`config.mk`:
```
export PLATFORM = sky130hd
export DESIGN_NAME = dot_product_ctrl
export DESIGN_NICKNAME = d
export VERILOG_FILES = /design/src/rtl/dot_product_pkg.sv /design/src/rtl/dp_mac.sv /design/src/rtl/dot_product_ctrl.sv
export SDC_FILE = /design/constraint.sdc
export NUM_CORES = 2
export LEC_CHECK = 0
export CAP_MARGIN = 15
export CORE_ASPECT_RATIO = 0.6
export CORE_MARGIN = 4
export CORE_UTILIZATION = 65
export CTS_CLUSTER_DIAMETER = 200
export DETAILED_ROUTE_END_ITERATION = 10
export MAX_ROUTING_LAYER = met4
export PLACE_DENSITY = 0.9
export SYNTH_ARGS = -nofsm -noshare
export SYNTH_HDL_FRONTEND = slang
export SYNTH_SLANG_ARGS = --single-unit
```
`constraint.sdc`:
```
create_clock -name clk -period 10.3 [get_ports clk]
set_input_delay 2.06 -clock clk [delete_from_list [all_inputs] [get_ports clk]]
set_output_delay 2.06 -clock clk [all_outputs]
set_load 0.02 [all_outputs]
```
`src/rtl/dot_product_pkg.sv`:
```
// Shared types and helpers for the dot-product sequencer.
//   state_t   : sequencer state encoding
//   acc_width : accumulator width that cannot overflow for a full-length sum
package dot_product_pkg;

  typedef enum logic [2:0] {
    IDLE,
    READ,
    DRAIN,
    WRITE,
    DONE
  } state_t;

  // Each product needs 2*data_w bits; summing up to 2**addr_w of them adds addr_w bits.
  function automatic int unsigned acc_width(input int unsigned data_w, input int unsigned addr_w);
    return 2 * data_w + addr_w;
  endfunction

endpackage

```
`src/rtl/dp_mac.sv`:
```
// Registered unsigned multiply-accumulate.
//   clk, rst : clock, asynchronous active-high reset (acc -> 0)
//   clr      : synchronous clear of the accumulator (wins over valid)
//   valid    : add a*b into acc this cycle
//   a, b     : unsigned operands
//   acc      : running sum
module dp_mac #(
  parameter int unsigned DATA_WIDTH = 32,
  parameter int unsigned ACC_WIDTH  = 69
) (
  input  logic                  clk,
  input  logic                  rst,
  input  logic                  clr,
  input  logic                  valid,
  input  logic [DATA_WIDTH-1:0] a,
  input  logic [DATA_WIDTH-1:0] b,
  output logic [ACC_WIDTH-1:0]  acc
);

  logic [2*DATA_WIDTH-1:0] prod;

  always_comb begin
    prod = {{DATA_WIDTH{1'b0}}, a} * {{DATA_WIDTH{1'b0}}, b};
  end

  always_ff @(posedge clk or posedge rst) begin
    if (rst) begin
      acc <= '0;
    end else if (clr) begin
      acc <= '0;
    end else if (valid) begin
      acc <= acc + ACC_WIDTH'(prod);
    end
  end

endmodule

```
`src/rtl/dot_product_ctrl.sv`:
```
// Dot-product sequencer: reads len element pairs from memories A and B over a
// shared address, accumulates their products and writes the sum to the result
// FIFO, waiting while the FIFO is full.
//   clk, rst              : clock, asynchronous active-high reset
//   start, len            : request and element count (clamped to 2**ADDR_WIDTH)
//   busy, done            : activity flag, one-cycle completion pulse
//   read_en, read_address : memory read strobe and element index
//   data_a, data_b        : memory read data, valid one cycle after read_en
//   fifo_full             : result FIFO backpressure
//   fifo_wr_en, fifo_din  : result FIFO write strobe and data
module dot_product_ctrl
  import dot_product_pkg::*;
#(
  parameter int unsigned DATA_WIDTH = 32,
  parameter int unsigned ADDR_WIDTH = 5,
  parameter int unsigned ACC_WIDTH  = acc_width(DATA_WIDTH, ADDR_WIDTH)
) (
  input  logic                  clk,
  input  logic                  rst,
  input  logic                  start,
  input  logic [ADDR_WIDTH:0]   len,
  output logic                  busy,
  output logic                  done,
  output logic                  read_en,
  output logic [ADDR_WIDTH-1:0] read_address,
  input  logic [DATA_WIDTH-1:0] data_a,
  input  logic [DATA_WIDTH-1:0] data_b,
  input  logic                  fifo_full,
  output logic                  fifo_wr_en,
  output logic [ACC_WIDTH-1:0]  fifo_din
);

  localparam logic [ADDR_WIDTH:0] MAX_LEN = {1'b1, {ADDR_WIDTH{1'b0}}};
  localparam logic [ADDR_WIDTH:0] ONE     = {{ADDR_WIDTH{1'b0}}, 1'b1};

  state_t                state;
  logic [ADDR_WIDTH:0]   len_q;
  logic                  valid_d;
  logic                  acc_clr;
  logic                  last_addr;
  logic [ACC_WIDTH-1:0]  acc;

  always_comb begin
    acc_clr   = (state == IDLE) && start;
    last_addr = ({1'b0, read_address} == (len_q - ONE));
  end

  // Read data lands one cycle after the strobe.
  always_ff @(posedge clk or posedge rst) begin
    if (rst) begin
      valid_d <= 1'b0;
    end else begin
      valid_d <= read_en;
    end
  end

  dp_mac #(
    .DATA_WIDTH(DATA_WIDTH),
    .ACC_WIDTH (ACC_WIDTH)
  ) u_mac (
    .clk  (clk),
    .rst  (rst),
    .clr  (acc_clr),
    .valid(valid_d),
    .a    (data_a),
    .b    (data_b),
    .acc  (acc)
  );

  always_ff @(posedge clk or posedge rst) begin
    if (rst) begin
      state        <= IDLE;
      busy         <= 1'b0;
      done         <= 1'b0;
      read_en      <= 1'b0;
      read_address <= '0;
      fifo_wr_en   <= 1'b0;
      fifo_din     <= '0;
      len_q        <= '0;
    end else begin
      done       <= 1'b0;
      fifo_wr_en <= 1'b0;
      case (state)
        IDLE: begin
          // busy stays up through the done cycle and drops on the first IDLE edge.
          busy <= 1'b0;
          if (start) begin
            busy  <= 1'b1;
            len_q <= (len > MAX_LEN) ? MAX_LEN : len;
            if (len == '0) begin
              state <= WRITE;
            end else begin
              state        <= READ;
              read_en      <= 1'b1;
              read_address <= '0;
            end
          end
        end
        READ: begin
          if (last_addr) begin
            read_en <= 1'b0;
            state   <= DRAIN;
          end else begin
            read_address <= read_address + ADDR_WIDTH'(1);
          end
        end
        DRAIN: begin
          state <= WRITE;
        end
        WRITE: begin
          if (!fifo_full) begin
            fifo_wr_en <= 1'b1;
            fifo_din   <= acc;
            state      <= DONE;
          end
        end
        DONE: begin
          done  <= 1'b1;
          state <= IDLE;
        end
        default: begin
          state <= IDLE;
        end
      endcase
    end
  end

endmodule

```
# Word level (Yosys, flattened, before mapping)
# Cells that the tools add are included.
# word_totals
reg_bits	157
input_bits	74
output_inout_bits	78
elab_cells	56
# op_classes
addsub	3
multipliers	1
magnitude_cmp	1
n_eq_ne	10
n_mux	20
n_bitwise	1
n_reduce_logical	10
# op_table
op	count
69-bit 2-to-1 mux	2
69-bit by 64-bit adder with 69-bit output	1
32-bit by 32-bit multiplier with 64-bit output	1
5-bit 2-to-1 mux	3
3-bit one-hot mux with 4 select lines	1
2-bit != test (second input constant)	5
5-bit one-hot mux with 2 select lines	1
3-bit 2-to-1 mux	3
4-bit AND reduction	2
1-bit 2-to-1 mux	7
3-bit by 2-bit equality test with 1-bit output (second input constant)	2
5-bit by 6-bit equality test with 1-bit output	1
6-bit > comparator (second input constant)	1
6-bit zero test	1
6-bit 2-to-1 mux	1
6-bit by 1-bit subtractor with 6-bit output (second input constant)	1
5-bit by 1-bit adder with 5-bit output (second input constant)	1
2-bit AND reduction	2
2-bit nonzero test	2
3-bit by 1-bit equality test with 1-bit output (second input constant)	1
3-bit equality test (second input constant)	1
3-bit zero test	1
3-bit AND reduction	1
2-bit 2-to-1 mux	1
other kinds (3)	3

# Longest topological paths before layout
# logic_depth
ltp_word	4
depth_mapped	31

# By module
# Synthesis repeated with hierarchy kept, for this count alone.
# unflattened
hier_cells	4404
area_unflattened_um2	41063.1
# modules_own_cells
mod	instances	cells_per_inst	area_per_inst_um2	seq_area_each_um2
dp_mac	1	4152	37504.7	1726.7
dot_product_ctrl	1	252	3558.4	2202.1

# Least setup slack after synthesis
# Ideal clock, no wire load.
# synth_path
path_kind	input-to-reg
start	in data_b[0]
end	reg u_mac.acc[62]
t_arrival_ps	9028
t_required_ps	10213
slack_ps	1185
path_stages	30
n_path_buf	2
cell_sequence	clkbuf_1 > nand2_1 > fa_1 > inv_1 > fa_1 > fa_1 > inv_1 > fa_1 > inv_1 > fa_1 > inv_1 > fa_1 > inv_1 > fa_1 > inv_1 > fa_1 > inv_1 > ha_1 > buf_2 > nand4_1 > or3_1 > nor2_1 > o21ai_0 > or3b_1 > and4_1 > nor3_2 > o211ai_1 > a21oi_2 > or4_1 > o211ai_1
# synth_via
elab_chain_len	4
# synth_lines
element	line_no	text
start, declared	dot_product_ctrl.sv:27	input logic [DATA_WIDTH-1:0] data_b,
32-bit by 32-bit multiplier with 64-bit output	dp_mac.sv:23	prod = {{DATA_WIDTH{1'b0}}, a} * {{DATA_WIDTH{1'b0}}, b};
69-bit by 64-bit adder with 69-bit output	dp_mac.sv:32	acc <= acc + ACC_WIDTH'(prod);
69-bit 2-to-1 mux	dp_mac.sv:31	end else if (valid) begin
69-bit 2-to-1 mux	dp_mac.sv:29	end else if (clr) begin
end signal, assigned	dp_mac.sv:32	
end, declared	dp_mac.sv:17	output logic [ACC_WIDTH-1:0] acc
# No other way between the ends. The select of a mux whose other input is x is not followed.
# A chain may end at the register's enable or synchronous reset.

# Worst setup path after layout
# layout_path
start	in data_b[24]
end	reg u_mac.acc[68]
# The elaborated chain is that of the path after synthesis.

==> reports/qor.yml <==
status: "finished, final reports clean"
yosys.area.top_type: "fa_1"
synth.avg_cell_area_sq_um: 9.32
crit_buf_inv: 5
drv_slew: 0
ios: 152
dp_hpwl_um: 90900
ys_seq_area_share_pct: 9.62
grt_pass1_wl_um: 183000
fin_crit_sh_pct: 97.5
ys_warn_count: 0
hp-class: "reg -> reg"
die_area_sq_mm: 0.0670
core_sq_mm: 0.0616
antenna_found_initial: 9
postSynthCellCount: 4384
crit_type: "in -> reg"
cts_tree: "done"
hold_depth: 0
synth_cell_type_count: 63
critPathLaunchType: "input port"
r2r_slack_ps: 2310
critical_path_required_ps: 10650
slowest_stage: "clkdlybuf4s50_1"
synth_top_area_share_pct: 47.1
rsz0062_at_grt: "no"
area_growth_pct: 9.05
min_to: "valid_d"
max_stage_delay_ps: 830
avgRoutedWirePerCell_um: 21.0
clkLatencyLatePin_ps: 500
relSlewSlack_pct: 35.7
synth_area_leaders: "fa_1 47%, dfrtp_1 9.6%, inv_1 9.3%"
cts_buffers: 25
port_buffers: 151
dpl_cell_area_sq_mm: 0.0438
yosysMostFrequentCell: "inv_1"
clkSlewWorstSetupHoldPaths_ps: 60
syn_area_sq_mm: 0.0408
grt_overflow: 0
drt_iter0_markers: 2879
fin_area_sq_mm: 0.0445
die_w_um: 332
skew_ps: 30.3
core.rowCount: 70
rr_worst_depth: 26
min_period_ps: 10040
vias: 30876
grtUsageTotal_pct: 35.7
min_from: "read_en"
cts.sinks: 157
yosys_most_used_dff: "dfrtp_1"
die_height_um: 202
maxCapViolCount: 0
timing.rr.start: "u_mac.acc[18]"
dr.pass1.iters: 6
cts_root_buf: "clkbuf_16"
drtAntennaViolNets: 0
place.gp.congestion: 0.989
finalHoldViolations: 0
grt_pass1_vias: 35049
crit_family: "adder cells"
clk_path_buf_depth: 3
synth.net_count: 5681
ys_ff_latch: 157
grt_max_degree: 91
worstMarginPinSlew_ps: 964
fmax_mhz: 99.6
crit_path_max_fanout: 22
synth-edff-count: 0
setup_viol_count_final: 0
start_util_pct: 66.3
via_per_inst: 5.84
htree_levels: 4
nNetsFinal: 5741
cp-end-kind: "register"
drc: 0
critical_path_arrival_ps: 10390
path_common_cell: "fa_1"
drive_gt1_share_pct: 5.48
synthTopCellsByCount: "1016 x inv_1, 962 x fa_1, 688 x nand2_1"
wl_um: 111000
r2r_end: "u_mac.acc[65]"
async_flop_share_pct: 100
fin_util_pct: 72.3
ctsHoldBuffers: 0
## metal layers
metal	global-route usage [%]	vias up	share of wire, %
met5	-	-	0
met2	54.9	2070	47
li1	-	12913	-
met4	13.2	0	4.3
met1	44.8	15510	36
met3	11.4	383	13
## flip-flops by register name, indices dropped and copies added, names as in the netlist
signal / count
fifo_din: 69
u_mac.acc: 69
len_q: 6
read_address: 5
state: 3
busy: 1
done: 1
fifo_wr_en: 1
read_en: 1
valid_d: 1
## what timing repair did
item / in CTS / in global routing
setup buffers: 0 / 0
setup endpoints to repair: 0 / 7
gates resized for setup: 0 / 3
## final cells by class
class / instances / area, sq um
multi-input cells: 2970 / 32200
fillers: 4145 / 17000
flip-flops and latches: 157 / 3930
inverters: 1017 / 3820
repair buffers: 273 / 2820
well taps: 828 / 1040
clock buffers: 26 / 629
clock inverters: 6 / 82.6
diodes: 8 / 20.0
## metrics by stage
| step | hold WS (ps) | setup slack (ps) | setup TNS, ps | cells |
|---|---|---|---|---|
| floorplan | 466 | 1190 | 0 | 4384 |
| global placement | 428 | -150 | -392 | 5245 |
| detailed placement | 425 | -361 | -1150 | 5245 |
| CTS | 439 | 138 | 0 | 5277 |
| global route | 451 | 6.33 | 0 | 5285 |
| finish | 437 | 260 | 0 | 5285 |
## worst reg2reg max path, cell delays in order (launching register included)
cell,delay (ps)
dfrtp_1,500
inv_1,130
fa_1,560
inv_1,60
fa_1,490
fa_1,490
inv_1,50
fa_1,530
inv_1,50
fa_1,490
inv_1,50
fa_1,530
inv_1,50
fa_1,520
inv_1,60
fa_1,490
inv_1,50
ha_1,400
nand2_1,90
o21ai_0,300
nor3b_2,340
a31oi_4,210
o41ai_4,480
a32oi_4,240
o31ai_1,370
xnor2_1,190
a21oi_1,110
## kinds of logic after synthesis
group / share of synthesized area, %
multiplexers: 2.96
flip-flops: 9.62
AO/OA/AOI/OAI: 4.06
buffers and inverters: 11.6
XOR/XNOR: 1.39
AND/OR/NAND/NOR: 15.2
adder cells (fa/ha/maj): 55.1
## cells in the final DEF (no fill, tap or decap), types with 58 or more instances in the layout
cell type,n
buf_4,91
and2_1,427
dfrtp_1,156
a21oi_1,88
inv_1,1015
clkdlybuf4s50_1,149
fa_1,962
mux2_2,69
nor2_1,100
o21ai_0,58
nand2_1,688
ha_1,261
## worst max path at each step
stage / startpoint / to / slack (ps) / depth (start not counted)
2_1_floorplan: data_b[0] / u_mac.acc[62] / 1190 / 30
3_3_place_gp: data_a[20] / u_mac.acc[66] / -150 / 25
3_5_place_dp: data_a[20] / u_mac.acc[68] / -360 / 27
4_1_cts: data_a[20] / u_mac.acc[68] / 140 / 27
5_1_grt: data_a[28] / u_mac.acc[68] / 6 / 25
6_report: data_b[24] / u_mac.acc[68] / 260 / 25
Power is not shown: default switching activity piles up to over one toggle a cycle in this logic, so the estimate is an artifact.
